`config.mk`:
```
export PLATFORM = sky130hd
export DESIGN_NAME = vga_timing_gen
export DESIGN_NICKNAME = d
export VERILOG_FILES = /design/src/rtl/vga_timing_gen.sv
export SDC_FILE = /design/constraint.sdc
export NUM_CORES = 1
export LEC_CHECK = 0
export CAP_MARGIN = 20
export CORE_MARGIN = 2
export CORE_UTILIZATION = 23
export CTS_CLUSTER_SIZE = 25
export DETAILED_ROUTE_END_ITERATION = 10
export GPL_ROUTABILITY_DRIVEN = 0
export REMOVE_ABC_BUFFERS = 1
export SYNTH_ARGS = -nofsm -noshare
export SYNTH_HDL_FRONTEND = slang
export SYNTH_SLANG_ARGS = --single-unit
```
`constraint.sdc`:
```
create_clock -name clk -period 1.96 [get_ports clk]
set_input_delay 0.392 -clock clk [delete_from_list [all_inputs] [get_ports clk]]
set_output_delay 0.392 -clock clk [all_outputs]
set_load 0.05 [all_outputs]
```
`src/rtl/vga_timing_gen.sv`:
```
// vga_timing_gen: 640x480@60 raster timing with pixel enable, frame and game-update pulses.
module vga_timing_gen #(
  parameter int CLK_DIV     = 4,
  parameter int H_SYNC      = 96,
  parameter int H_BP        = 48,
  parameter int H_ACTIVE    = 640,
  parameter int H_FP        = 16,
  parameter int V_SYNC      = 2,
  parameter int V_BP        = 33,
  parameter int V_ACTIVE    = 480,
  parameter int V_FP        = 10,
  parameter int TICK_FRAMES = 1
) (
  input  logic       clk,
  input  logic       rst,
  output logic [9:0] hCount,
  output logic [9:0] vCount,
  output logic       bright,
  output logic       hSync,
  output logic       vSync,
  output logic       pixel_en,
  output logic       frame_tick,
  output logic       move_tick
);
  localparam int H_TOTAL = H_SYNC + H_BP + H_ACTIVE + H_FP;
  localparam int V_TOTAL = V_SYNC + V_BP + V_ACTIVE + V_FP;
  localparam int H_START = H_SYNC + H_BP;
  localparam int V_START = V_SYNC + V_BP;
  localparam int DW = CLK_DIV > 1 ? $clog2(CLK_DIV) : 1;
  localparam int FW = TICK_FRAMES > 1 ? $clog2(TICK_FRAMES) : 1;
  logic [DW-1:0] div;
  logic [FW-1:0] fcnt;
  logic [9:0] h_nx, v_nx;
  logic adv, h_end, v_end, ft, f_last;
  // Sync and bright are derived from the next counts so they line up with hCount/vCount.
  always_comb begin
    adv = div == DW'(CLK_DIV - 1);
    h_end = hCount == 10'(H_TOTAL - 1);
    v_end = vCount == 10'(V_TOTAL - 1);
    h_nx = !adv ? hCount : h_end ? '0 : hCount + 10'd1;
    v_nx = !(adv && h_end) ? vCount : v_end ? '0 : vCount + 10'd1;
    ft = adv && h_end && v_nx == 10'(V_START + V_ACTIVE);
    f_last = fcnt == FW'(TICK_FRAMES - 1);
  end
  always_ff @(posedge clk or posedge rst) begin
    if (rst) begin
      div <= '0;
      fcnt <= '0;
      hCount <= '0;
      vCount <= '0;
      hSync <= 1'b0;
      vSync <= 1'b0;
      bright <= 1'b0;
      pixel_en <= 1'b0;
      frame_tick <= 1'b0;
      move_tick <= 1'b0;
    end else begin
      div <= adv ? '0 : div + DW'(1);
      fcnt <= ft ? (f_last ? '0 : fcnt + FW'(1)) : fcnt;
      hCount <= h_nx;
      vCount <= v_nx;
      hSync <= h_nx >= 10'(H_SYNC);
      vSync <= v_nx >= 10'(V_SYNC);
      bright <= h_nx >= 10'(H_START) && h_nx < 10'(H_START + H_ACTIVE)
             && v_nx >= 10'(V_START) && v_nx < 10'(V_START + V_ACTIVE);
      pixel_en <= adv;
      frame_tick <= ft;
      move_tick <= ft && f_last;
    end
  end
endmodule
```
==> impl_metrics.py, run 1 <==
metrics = {
    "route": {
        "drt_pre_antenna_iters": 4,
        "final_antenna_net_count": 0,
        "drc_errors": 0,
        "num_vias": 1357,
        "wirelength_mm": 3.89,
        "routedWlPerCell_um": 13.5,
        "vias_per_cell": 4.70,
        "drt_iter0_drc": 39,
    },
    "synthesis": {
        "synth.yosys.seq_area_share_pct": 44.4,
        "synthArstFlopShare_pct": 100,
        "synth_warnings": 0,
        "netlist_instances": 149,
        "syn_area_mm2": 0.00152,
        "ys_ff_latch": 27,
        "synth_area_per_cell_um2": 10.2,
        "ys_types": 46,
        "synth_ff_type": "dfrtp_1",
        "synth_edf_count": 0,
    },
    "grt": {
        "overflow": 0,
        "grt_use_total_pct": 10.8,
        "grt_pass1_vias": 1300,
        "grt_pass1_wl_mm": 6.35,
        "grt_max_degree": 28,
        "antenna_found_initial": 0,
    },
    "floorplan": {
        "rows": 29,
        "io_pins": 28,
        "core_region_area_mm2": 0.00639,
        "die_area_mm2": 0.00729,
        "die_x_um": 85.4,
        "die_h_um": 85.4,
        "start_util_pct": 23.8,
    },
    "cts": {
        "clk_latency_ps": 270,
        "h-tree-depth": 1,
        "path_clk_slew_ps": 100,
        "cts_buffers": 3,
        "cts_root_buf": "clkbuf_8",
        "cts_buffer_depth": 2,
        "clock_sinks": 27,
        "cts_tree": "built",
    },
    "final_layout": {
        "n_antenna_cell": 0,
        "multi_input_area_um2": 802,
        "fin_area_mm2": 0.00216,
        "nFillCells": 644,
        "final_core_util_pct": 33.8,
        "syn2layout_area_growth_pct": 41.7,
        "final_cell_mix": "buf_4 (58), dfrtp_1 (27), nand2_1 (15)",
        "layout_commonest_cell": "buf_4",
        "nNetsFinal": 219,
        "final_cells": 289,
        "area.sequential_um2": 676,
        "drive_above_1_share_pct": 38.7,
    },
    "timing": {
        "fin_skew_ps": 3.40,
        "tns_ps": -256,
        "setup_viol": 3,
        "fmax_mhz": 478,
        "post-route-period-util_pct": 107,
        "worstMarginPinSlew_ps": 502,
        "fin_crit_ps": 2090,
        "hold_violations": 0,
        "rsz0062_at_grt": "true",
        "setup_ws_ps": -132,
        "whs_ps": 478,
        "relSlewSlack_pct": 66.5,
        "slew_violations": 0,
    },
    "placed_design": {
        "placedCellCount": 281,
        "place_ws_ps": -100,
        "hpwlAfterDp_mm": 2.83,
        "io_buffers": 27,
        "placed_cell_area_mm2": 0.00204,
    },
    "pwr": {
        "p_per_area_mw_per_mm2": 417,
        "p_leak_nw": 1.06,
        "total_power_mw": 0.900,
        "ir_worst_vdd_mv": 0.319,
    },
    "setup_path": {
        "crit_type": "reg2reg",
        "cp_max_fo": 4,
        "endpoint_kind": "flip-flop",
        "required_ps": 2120,
        "startpoint_type": "flip-flop",
        "cp.arrival_ps": 2250,
    },
    "min_path": {
        "hold_class": "in2async",
    },
    "run_status": {
        "violations": "negative setup slack",
        "status": "finished, violations left",
    },
    "run": {
        "cap_violations": 0,
    },
}
==> cell usage after synthesis (3+ instances only) <==
library cell / instances / area share, %
and3_1: 5 / 2.1
nor2_1: 11 / 2.7
inv_1: 9 / 2.2
nand2_1: 15 / 3.7
xor2_1: 3 / 1.7
o21ai_0: 5 / 1.6
and4_1: 4 / 2.3
dfrtp_1: 27 / 44
nand3_1: 5 / 1.6
a31oi_1: 3 / 1.2
buf_6: 3 / 2.2
ha_1: 4 / 3.3
nand4_1: 8 / 3.3
a21oi_1: 5 / 1.6
xnor2_1: 6 / 3.5
==> final timing paths <==
kind | cells past startpoint | from | slack (ps) | end
worst max-delay path | 9 | vCount[0] | -130 | bright
worst min-delay path | 3 | rst | 480 | vSync
worst max register to register | 9 | vCount[0] | -130 | bright
worst min register to register | 1 | div[1] | 480 | div[1]
max in group asynchronous | 3 | rst | 1210 | bright
min in group clk | 1 | div[1] | 480 | div[1]
==> sequential cells by signal, summed over array words and instances, names as in the netlist <==
name,count
vSync,1
div,2
pixel_en,1
bright,1
hSync,1
vCount,10
hCount,10
frame_tick,1
==> critical path, stage by stage (launching register included) <==
cell and delay [ps]:
dfrtp_1 430, inv_2 70, ha_1 130, and4bb_2 320, a31oi_2 110, o31a_1 270, nand4bb_4 250, o21a_1 210
o21ai_1 110, a21oi_1 70
==> metal layers <==
metal / vias up / routed length, um / track usage (%) / part of all wire (%)
li1: 664 / - / - / -
met1: 659 / 1750 / 15.3 / 45
met2: 30 / 1940 / 17.3 / 50
met3: 4 / 159 / 1.95 / 4.1
met4: 0 / 44 / 2.45 / 1.1
met5: - / 0 / 0 / 0
==> power by group <==
group	internal [mW]	leakage (nW)	switching [mW]	total [mW]
logic	0.00320	0.672	0.0114	0.0146
clock network	0.146	0.0228	0.183	0.329
registers	0.557	0.363	0	0.557
total	0.706	1.06	0.194	0.900
==> logic make-up after synthesis <==
group | count (synthesis) | share of synthesized area, %
AND/OR/NAND/NOR | 64 | 26.5
AO/OA/AOI/OAI | 27 | 12.2
flip-flops | 27 | 44.4
buffers and inverters | 15 | 5.67
XOR/XNOR | 10 | 6.25
adder cells (fa/ha/maj) | 4 | 3.29
multiplexers | 2 | 1.64
==> final cells by class <==
type,count,share of cell area (%)
Multi-Input combinational cell,107,37.2
Sequential cell,27,31.3
Timing Repair Buffer,65,23.4
Tap cell,77,4.46
Clock buffer,4,2.09
Inverter,9,1.57
==> repair_timing <==
action	in CTS	in global routing
buffers inserted	1	3
pin swaps	5	4
endpoints found under the setup margin	4	4
hold buffers	0	0
endpoints found under the hold margin	0	0
resized for setup	7	3
No activity file was read; power rests on OpenSTA's default activity.
==> run 2, diff against run 1 <==
--- a/config.mk
+++ b/config.mk
@@ -5,12 +5,16 @@
 export SDC_FILE = /design/constraint.sdc
 export NUM_CORES = 1
 export LEC_CHECK = 0
+export ABC_CLOCK_PERIOD_IN_PS = 1960
 export CAP_MARGIN = 20
+export CELL_PAD_IN_SITES_DETAIL_PLACEMENT = 1
+export CELL_PAD_IN_SITES_GLOBAL_PLACEMENT = 1
 export CORE_MARGIN = 2
 export CORE_UTILIZATION = 23
 export CTS_CLUSTER_SIZE = 25
 export DETAILED_ROUTE_END_ITERATION = 10
 export GPL_ROUTABILITY_DRIVEN = 0
+export PLACE_DENSITY_LB_ADDON = 0.1
 export REMOVE_ABC_BUFFERS = 1
 export SYNTH_ARGS = -nofsm -noshare
 export SYNTH_HDL_FRONTEND = slang
==> run 2 against run 1 <==
- the flow still finishes with violations (negative setup slack)
- register-to-register slack improved by 20 ps
- sequential share of layout area is 2.6 points lower
- clock-buffer cell count down 1
- worst hold slack worse by 6.1 ps
- global-route usage grew 3.5 points
- non-clock buffer count up 16
- cell count is 5.5% higher
- critical endpoint unchanged
==> impl_metrics.py, run 2 (synthesis results as in run 1) <==
metrics = {
    "min_path": {
        "hold_class": "in2async",
    },
    "cts": {
        "clock_sinks": 27,
        "path_clk_slew_ps": 100,
        "ctsHoldBuffers": 0,
        "clk_latency_ps": 280,
        "cts_root_buf": "clkbuf_8",
        "cts_buffer_depth": 2,
        "cts_buffers": 3,
        "cts_tree": "built",
        "h-tree-depth": 1,
    },
    "setup_path": {
        "crit_type": "reg2reg",
        "crit_buf_inv": 0,
        "endpoint_kind": "flip-flop",
        "crit_cells": 8,
        "cp.arrival_ps": 2250,
        "crit_slowest_cell": "dfrtp_1",
        "critPathTopFamily": "simple AND/OR/NAND/NOR gates",
        "required_ps": 2140,
        "crit_chain": "ha_2, and4bb_4, nand4_1, mux2_4, nand4bb_4, o21a_1, o21ai_1, a21oi_1",
        "slowest_delay_ps": 380,
        "r2r_start": "hCount[0]",
        "startpoint_type": "flip-flop",
        "cp_max_fo": 5,
        "rrSetupSlack_ps": -110,
        "ff2ff_path_depth": 8,
        "reg2reg_to": "bright",
    },
    "placed_design": {
        "place_ws_ps": -331,
        "hpwlAfterDp_mm": 3.73,
        "io_buffers": 27,
        "placedCellCount": 291,
    },
    "timing": {
        "relSlewSlack_pct": 66.4,
        "tns_ps": -225,
        "fin_crit_ps": 2070,
        "fmax_mhz": 483,
        "slew_violations": 0,
        "hold_violations": 0,
        "fin_skew_ps": 5.53,
        "post-route-period-util_pct": 106,
        "setup_viol": 3,
        "worstMarginPinSlew_ps": 503,
        "setup_ws_ps": -111,
        "rsz0062_at_grt": "true",
    },
    "floorplan": {
        "io_pins": 28,
        "die_x_um": 85.4,
        "start_util_pct": 23.8,
        "die_h_um": 85.4,
        "rows": 29,
        "die_area_mm2": 0.00729,
        "core_region_area_mm2": 0.00639,
    },
    "final_layout": {
        "nNetsFinal": 235,
        "syn2layout_area_growth_pct": 54.8,
        "drive_above_1_share_pct": 46.9,
        "final_cells": 305,
        "final_cell_mix": "buf_4 (70), dfrtp_1 (27), nand2_1 (15)",
        "reg_top3": "hCount x10, vCount x10, div x2",
        "layout_commonest_cell": "buf_4",
        "n_antenna_cell": 0,
    },
    "route": {
        "vias_per_cell": 4.76,
        "wirelength_mm": 5.05,
        "drt_iter0_drc": 28,
        "final_antenna_net_count": 0,
        "routedWlPerCell_um": 16.6,
        "drc_errors": 0,
        "num_vias": 1453,
        "drt_pre_antenna_iters": 3,
    },
    "grt": {
        "grt_max_degree": 28,
        "grt_pass1_wl_mm": 8.21,
        "antenna_found_initial": 0,
        "grt_pass1_vias": 1628,
        "grt_use_total_pct": 14.3,
        "overflow": 0,
    },
    "run_status": {
        "status": "finished, violations left",
        "violations": "negative setup slack",
    },
    "run": {
        "cap_violations": 0,
    },
    "pwr": {
        "total_power_mw": 0.915,
        "p_per_area_mw_per_mm2": 388,
        "ir_worst_vdd_mv": 0.204,
        "p_leak_nw": 1.14,
    },
}
run 2: metrics by stage:
stage / util (%) / instance area [um^2] / hold slack (ps)
2_1_floorplan: - / 1470 / 403
3_3_place_gp: 33.2 / 2120 / 414
3_5_place_dp: 33.2 / 2120 / 422
4_1_cts: 35.2 / 2250 / 439
5_1_grt: 36.9 / 2360 / 506
6_report: 36.9 / 2360 / 472
run 2: worst max path at each step:
stage | start | to | slack [ps]
after global routing | vCount[1] | bright | -220
after CTS | hCount[0] | bright | -130
after global placement | hCount[0] | bright | -330
after floorplan | hCount[0] | bright | -480
final | hCount[0] | bright | -110
after detailed placement | hCount[0] | bright | -330
run 2: metal layers:
| metal | wire [um] | part of all wire [%] | GRT usage [%] |
|---|---|---|---|
| met5 | 0 | 0 | 0 |
| met4 | 112 | 2.2 | 4.33 |
| met3 | 151 | 3.0 | 3.02 |
| met2 | 2650 | 53 | 26.1 |
| met1 | 2130 | 42 | 16.6 |
run 2: layout make-up:
cell class | count | area (um^2)
Timing Repair Buffer | 81 | 641
Sequential cell | 27 | 676
Fill cell | 737 | 4030
Multi-Input combinational cell | 107 | 862
Clock buffer | 3 | 41.3
Tap cell | 77 | 96.3
Clock inverter | 1 | 7.51
Inverter | 9 | 33.8
run 2: timing repair:
action,CTS,global route
pin swaps,8,10
endpoints found under the setup margin,4,5
setup buffers,4,6
resized for setup,14,13
run 2: power by group:
part	switching (mW)	internal [mW]	leakage (nW)	total, mW
Combinational	0.0116	0.00320	0.757	0.0148
Clock	0.198	0.145	0.0217	0.343
Sequential	0	0.557	0.363	0.557
Total	0.210	0.705	1.14	0.915
run 2: worst reg2reg max path, cell delays in order (launching register included):
cell	delay, ps
dfrtp_1	380
ha_2	200
and4bb_4	300
nand4_1	130
mux2_4	340
nand4bb_4	240
o21a_1	190
o21ai_1	110
a21oi_1	70
